## src/rtl/sa_c_drain.sv

```systemverilog
// rtl/sa_c_drain.sv - systolic array C-drain collector: N-row snapshot, two-bank buffer, row streamer
// Optional SA_DRAIN_SAT_EN: signed-saturate output elements instead of truncating them.
module sa_c_drain #(
    parameter int DIN_WIDTH  = 8,
    parameter int N          = 4,
    parameter int DOUT_WIDTH = 16
) (
    input  logic                        clk,
    input  logic                        rst,
    input  logic [N*2*DIN_WIDTH-1:0]    c_dout,
    input  logic                        out_valid,
    output logic [N*DOUT_WIDTH-1:0]     m_data,
    output logic                        m_valid,
    input  logic                        m_ready,
    output logic                        m_last,
    output logic [$clog2(N)-1:0]        m_row,
    output logic                        busy,
    output logic                        overflow
);

    localparam int CW  = 2 * DIN_WIDTH;
    localparam int RW  = $clog2(N);
    localparam int ROW = N * CW;

    localparam logic [0:0] S_IDLE   = 1'b0;
    localparam logic [0:0] S_STREAM = 1'b1;

    if (DOUT_WIDTH > CW) begin : g_width_err
        $error("sa_c_drain: DOUT_WIDTH must not exceed 2*DIN_WIDTH");
    end
    if (N < 2) begin : g_n_err
        $error("sa_c_drain: N must be at least 2");
    end

    logic [ROW-1:0] hist_q   [N-1];
    logic [ROW-1:0] snap     [N];
    logic [ROW-1:0] active_q [N];
    logic [ROW-1:0] active_d [N];
    logic [ROW-1:0] pend_q   [N];
    logic [ROW-1:0] pend_d   [N];
    logic           pend_full_q, pend_full_d;
    logic [0:0]     state_q, state_d;
    logic [RW-1:0]  row_q, row_d;
    logic           ovf_q, ovf_d;
    logic           beat, last_beat;
    logic [ROW-1:0] act_row;

    // hist_q[k] holds c_dout from k+1 cycles ago; the oldest entry becomes row 0
    always_ff @(posedge clk) begin
        if (rst) begin
            for (int k = 0; k < N - 1; k++) hist_q[k] <= '0;
        end else begin
            hist_q[0] <= c_dout;
            for (int k = 1; k < N - 1; k++) hist_q[k] <= hist_q[k-1];
        end
    end

    always_comb begin
        for (int r = 0; r < N - 1; r++) snap[r] = hist_q[N-2-r];
        snap[N-1] = c_dout;
    end

    assign beat      = (state_q == S_STREAM) && m_ready;
    assign last_beat = beat && (row_q == RW'(N - 1));

    always_comb begin
        active_d    = active_q;
        pend_d      = pend_q;
        pend_full_d = pend_full_q;
        state_d     = state_q;
        row_d       = row_q;
        ovf_d       = ovf_q;

        if (beat && !last_beat) row_d = row_q + RW'(1);

        if (last_beat) begin
            row_d = '0;
            if (pend_full_q) begin
                active_d    = pend_q;
                pend_full_d = 1'b0;
            end else begin
                state_d = S_IDLE;
            end
        end

        // A bank freed on this same cycle can accept the new snapshot
        if (out_valid) begin
            if ((state_q == S_IDLE) || (last_beat && !pend_full_q)) begin
                active_d = snap;
                row_d    = '0;
                state_d  = S_STREAM;
            end else if (!pend_full_q || last_beat) begin
                pend_d      = snap;
                pend_full_d = 1'b1;
            end else begin
                ovf_d = 1'b1;
            end
        end
    end

    always_ff @(posedge clk) begin
        if (rst) begin
            for (int r = 0; r < N; r++) begin
                active_q[r] <= '0;
                pend_q[r]   <= '0;
            end
            pend_full_q <= 1'b0;
            state_q     <= S_IDLE;
            row_q       <= '0;
            ovf_q       <= 1'b0;
        end else begin
            active_q    <= active_d;
            pend_q      <= pend_d;
            pend_full_q <= pend_full_d;
            state_q     <= state_d;
            row_q       <= row_d;
            ovf_q       <= ovf_d;
        end
    end

    assign act_row  = active_q[row_q];
    assign m_valid  = (state_q == S_STREAM);
    assign m_last   = m_valid && (row_q == RW'(N - 1));
    assign m_row    = row_q;
    assign busy     = m_valid || pend_full_q;
    assign overflow = ovf_q;

`ifdef SA_DRAIN_SAT_EN
    localparam logic [DOUT_WIDTH-1:0] DMAX = {1'b0, {(DOUT_WIDTH-1){1'b1}}};
    localparam logic [DOUT_WIDTH-1:0] DMIN = {1'b1, {(DOUT_WIDTH-1){1'b0}}};
`endif

    for (genvar e = 0; e < N; e++) begin : g_el
        logic [CW-1:0] v;
        assign v = act_row[e*CW +: CW];
        if (DOUT_WIDTH >= CW) begin : g_pass
            assign m_data[e*DOUT_WIDTH +: DOUT_WIDTH] = DOUT_WIDTH'(v);
        end else begin : g_narrow
`ifdef SA_DRAIN_SAT_EN
            // Value fits when every bit above the target sign bit equals the sign
            logic fits;
            assign fits = (v[CW-1:DOUT_WIDTH-1] == {(CW-DOUT_WIDTH+1){v[CW-1]}});
            assign m_data[e*DOUT_WIDTH +: DOUT_WIDTH] =
                fits ? DOUT_WIDTH'(v) : (v[CW-1] ? DMIN : DMAX);
`else
            assign m_data[e*DOUT_WIDTH +: DOUT_WIDTH] = DOUT_WIDTH'(v);
`endif
        end
    end

endmodule

```

## config.mk

```make
export PLATFORM = sky130hd
export DESIGN_NAME = sa_c_drain
export DESIGN_NICKNAME = d
export VERILOG_FILES = /design/src/rtl/sa_c_drain.sv
export SDC_FILE = /design/constraint.sdc
export NUM_CORES = 1
export LEC_CHECK = 0
export BUFFER_PORTS_ARGS = -buffer_cell sky130_fd_sc_hd__buf_2
export CORE_MARGIN = 2
export CORE_UTILIZATION = 65
export DETAILED_ROUTE_END_ITERATION = 7
export PLACE_DENSITY = 0.85
export SLEW_MARGIN = 20
export SYNTH_ARGS = -nofsm -noshare
export SYNTH_HDL_FRONTEND = slang
export SYNTH_SLANG_ARGS = --single-unit
```

## constraint.sdc

```tcl
create_clock -name clk -period 4 [get_ports clk]
set_input_delay 0.2 -clock clk [delete_from_list [all_inputs] [get_ports clk]]
set_output_delay 0.2 -clock clk [all_outputs]
set_load 0.01 [all_outputs]
```

---- Yosys cells after proc, flatten, opt, wreduce, memory -nomap -nowiden ----
Memory sizes are Yosys's and may differ from the RTL's.
Index checks and enable logic that the tools add are counted.
cells by class
  eq/ne operators ......................... 1
  add/subtract/negate cells ............... 1
  bitwise logic cells ..................... 7
  $lt $le $gt $ge ......................... 1
  muxes and demuxes ....................... 25
  reductions and logical operators ........ 12
operators with widths
  operator                                                   number
  2-to-1 mux 256 bit                                         4
  2-to-1 mux 64 bit                                          5
  binary-select mux 64 bit (select 2 bit)                    1
  2-to-1 mux 1 bit                                           11
  2-to-1 mux 2 bit                                           4
  AND reduction 3 bit                                        2
  logical AND 1 bit                                          5
  greater-or-equal comparator 3 bit (second input constant)  1
  logical OR 1 bit                                           3
  NOT 1 bit                                                  3
  NOT 2 -> 3 bit                                             1
  OR 1 bit                                                   3
  adder 2 x 1 -> 2 bit (second input constant)               1
  equality test 2 bit (second input constant)                1
  zero test 1 bit                                            2
word-level totals
  flip-flop bits (word level) ............. 517
  memories kept ........................... 1
  memory bits (writable) .................. 192
memories
  name    depth  bits a word  rd ports  clocked after memory_dff  wr ports  RTL line  text
  hist_q  3      64           3         0                         3         35        logic [ROW-1:0] hist_q [N-1];

---- Logic depth before layout (Yosys ltp) ----
  word-level depth ........................ 8
  gate-level depth with buffers ........... 8

---- Worst setup path after synthesis ----
OpenSTA, ideal clock, no wires.
  kind .................................... register to register
  start ................................... register row_q[1], in the netlist m_row[1]
  end ..................................... register pend_q[100] (netlist name)
  period minus slack after synthesis ...... 1.859 ns
  cell stages (with the launch flop) ...... 9
  data arrival time ....................... 1.738 ns
  buffers on the path ..................... 4
  path slack .............................. 2.141 ns
  cells stage by stage .................... dfxtp_1 > ha_1 > buf_2 > nand3b_1 > buf_4 > nand4_2 > buf_4 > buf_6 > mux2_4
on the way
  longest elaborated chain between the ends .. 6
RTL lines
  element                            RTL line  text
  start: declaration                 43        logic [RW-1:0] row_q, row_d;
  start signal: assignment           116       row_q <= row_d;
  equality test 2 bit (*)            64        assign last_beat = beat && (row_q == RW'(N - 1));
  logical AND 1 bit (*)              64
  logical AND 1 bit                  88        if ((state_q == S_IDLE) || (last_beat && !pend_full_q)) begin
  logical OR 1 bit                   88
  NOT 1 bit (no line)                --
  AND reduction 3 bit (no line) (*)  --
  end signal: assignment             113       pend_q <= pend_d;
  end: declaration                   39        logic [ROW-1:0] pend_q [N];
Every way passes the cells marked *; elsewhere a longest branch is shown, timed or not.
A chain may end at the register's enable or synchronous reset.

---- Final worst setup path ----
  start ................................... register row_q[1], in the netlist m_row[1]
  end ..................................... output port m_data[63]
on the way
  longest elaborated chain between the ends .. 4
RTL lines
  element                                               RTL line  text
  NOT 2 -> 3 bit (implied by the code)                  121       assign act_row = active_q[row_q];
  binary-select mux 64 bit (select 2 bit)               121
  2-to-1 mux 64 bit (implied by the code) (2 in a row)  121
  end: declaration                                      12        output logic [N*DOUT_WIDTH-1:0] m_data,
No other way between the ends. The select of a mux whose other input is x is not followed.

==> metrics.txt <==
Synth Flop Type=dfxtp_1; fill count=3183; Syn Inst Count=2866; Crit Path Class=flop to output pin; Slew Viols, Final=0; core region area=0.0474 sq mm; power per cell area=455 mW/mm^2; drt pass-1 iters=4; asr flop ratio synth=0; TritonCTS Sinks=709; H-Tree Depth=3; routed vias/inst=5.95; CTS tree=built; Worst EP arrival=2920 ps; GRT Util Overall=0.275; Die Area=0.0496 sq mm; Syn Nets=2935; max_slew headroom=0.345; status=complete, no violations; count of final hold-check violations=0; Post-synth EDFFs=0; leading area contributor after synthesis=dfxtp_1; setup TNS=0 ps; GRT Residual Overflow=0; CTS Buffer Depth=3; TritonCTS buffer count=72; Placement Cell Area=0.0316 sq mm; Critical Path Sink Type=output pin; Worst-path clk slew=60 ps; Mapped Area=0.0311 sq mm; Final setup viols=0; min-delay worst type=input pin to flop; largest net degree at the start of global routing=156; CP required=3800 ps; final net count=2971; IO Count=138; Peak VDD IR=0.000379 V; synth top area cells=dfxtp_1, mux2i_1, nand2b_1; Finished Cell Area=0.0346 sq mm; number of global-route vias before repair=22600; Die Y=223 um; routed length per instance=19.4 um; Worst Max-Slew Pin Slew=983 ps; final wirelength=69400 um; CP Launch Type=flop; root buf cell=clkbuf_16; period utilization=0.780; peak fanout along the critical path=36; Period minus WS final=3120 ps; post-route ant nets=0; Port Buffer Count=137; most common cell after layout, fill and taps aside=dfxtp_1; most frequent cells in the layout=dfxtp_1, nand2b_1, nor2b_1, mux2i_1, a21oi_1; synth warn=0; max cap viols=0; Yosys reg bits=709; top cell type's share of synthesized area=0.457; Fin Clk Skew=17.4 ps; Lkg Pwr=0.0153 uW; share of cells above drive strength 1=0.158; initial antenna violation count=0; DRT iter0 DRCs=1666; clk_lat worst skew=600 ps; site row count=80; drc violations=0; hpwl dp=36600 um; syn_area_per_cell=10.8 sq um; PostCTS Resize Cnt=0; Synth cell types=30; Fmax achieved=321 MHz; first-pass GRT wire length=114000 um; RSZ-0062 raised after global routing=no; via count=21200; die width=223 um; routability cong.=0.756; Area growth, synth to finish=11.3%; Initial Utilization=0.655; post-synthesis sequential area ratio=0.457
## state kept, by name, summed over array words and instances, names as in the netlist
register     count
hist_q         192
pend_full_q      1
m_valid          1
m_row            2
overflow         1
active_q       256
pend_q         256
## area by class of cell
class / count / area, sq um / area share
Multi-Input combinational cell: 1883 / 15400 / 0.445
Sequential cell: 709 / 14200 / 0.411
Clock buffer: 107 / 2200 / 0.0636
Timing Repair Buffer: 236 / 1830 / 0.0530
Tap cell: 615 / 769 / 0.0222
Clock inverter: 19 / 180 / 0.00521
Antenna cell: 1 / 2.50 / 0.0000723
## final timing paths
kind,start,endpoint,slack [ps],cells past startpoint
max,m_row[1]$_SDFF_PP0_,m_data[63],880,4
min,m_ready,overflow$_SDFFE_PP0P_,40,4
max reg2reg,m_row[0]$_SDFF_PP0_,pend_q[154]$_SDFFE_PP0P_,1290,5
min reg2reg,hist_q[0][130]$_SDFF_PP0_,pend_q[194]$_SDFFE_PP0P_,460,2
## worst max-delay path: stages, from the launching register on
cell,delay [ps]
dfxtp_4,340
buf_4,480
buf_4,700
mux4_2,600
buf_2,170
## power breakdown
part | switching, uW | total, uW | internal, uW
combinational | 764 | 1430 | 662
sequential | 174 | 7570 | 7390
clock | 2740 | 6740 | 4000
total | 3680 | 15700 | 12100
## metal layers
metal  track usage  vias to the layer above  wire, um  share of wire
met1         0.350                    10600     30500           0.44
met4         0.108                        0      1720          0.025
li1              -                    10100         -              -
met5             0                        -         0              0
met2         0.476                      469     34600           0.50
met3        0.0377                      127      2600          0.037
## cell usage after synthesis (2+ instances only)
master / n
buf_2: 74
a21oi_1: 259
clkbuf_1: 135
buf_4: 11
mux4_2: 64
a21bo_2: 2
buf_1: 9
mux2i_1: 321
a211oi_1: 256
mux2_2: 12
mux2_4: 100
a21boi_0: 2
buf_6: 45
nand2_1: 3
nor2_1: 3
nor3_1: 2
nand2b_1: 384
nand4_2: 2
mux2_1: 80
nor2b_1: 384
dfxtp_1: 709
## logic make-up after synthesis
| kind of cell | Yosys count | synth area share |
|---|---|---|
| compound gates | 521 | 0.105 |
| fa+ha+maj | 1 | 0.000403 |
| buf+inv | 274 | 0.0483 |
| flops | 709 | 0.457 |
| mux | 577 | 0.231 |
| simple gates | 784 | 0.158 |
## stage by stage
stage,utilization,setup WS [ps],hold slack [ps],total power [uW],cells
5_1_grt,0.729,824,71.9,16300,3569
3_3_place_gp,0.665,1400,451,9000,3379
3_5_place_dp,0.665,1310,458,9070,3379
6_report,0.729,882,43.9,15700,3570
4_1_cts,0.729,838,22.7,15800,3569
2_1_floorplan,-,2140,362,8720,2866
## timing repair
item / in CTS / in global routing
endpoints found under the hold margin: 71 / 0
buffers inserted: 0 / 0
hold buffers: 64 / 0
Note: power is estimated with default switching activity, not from simulation.
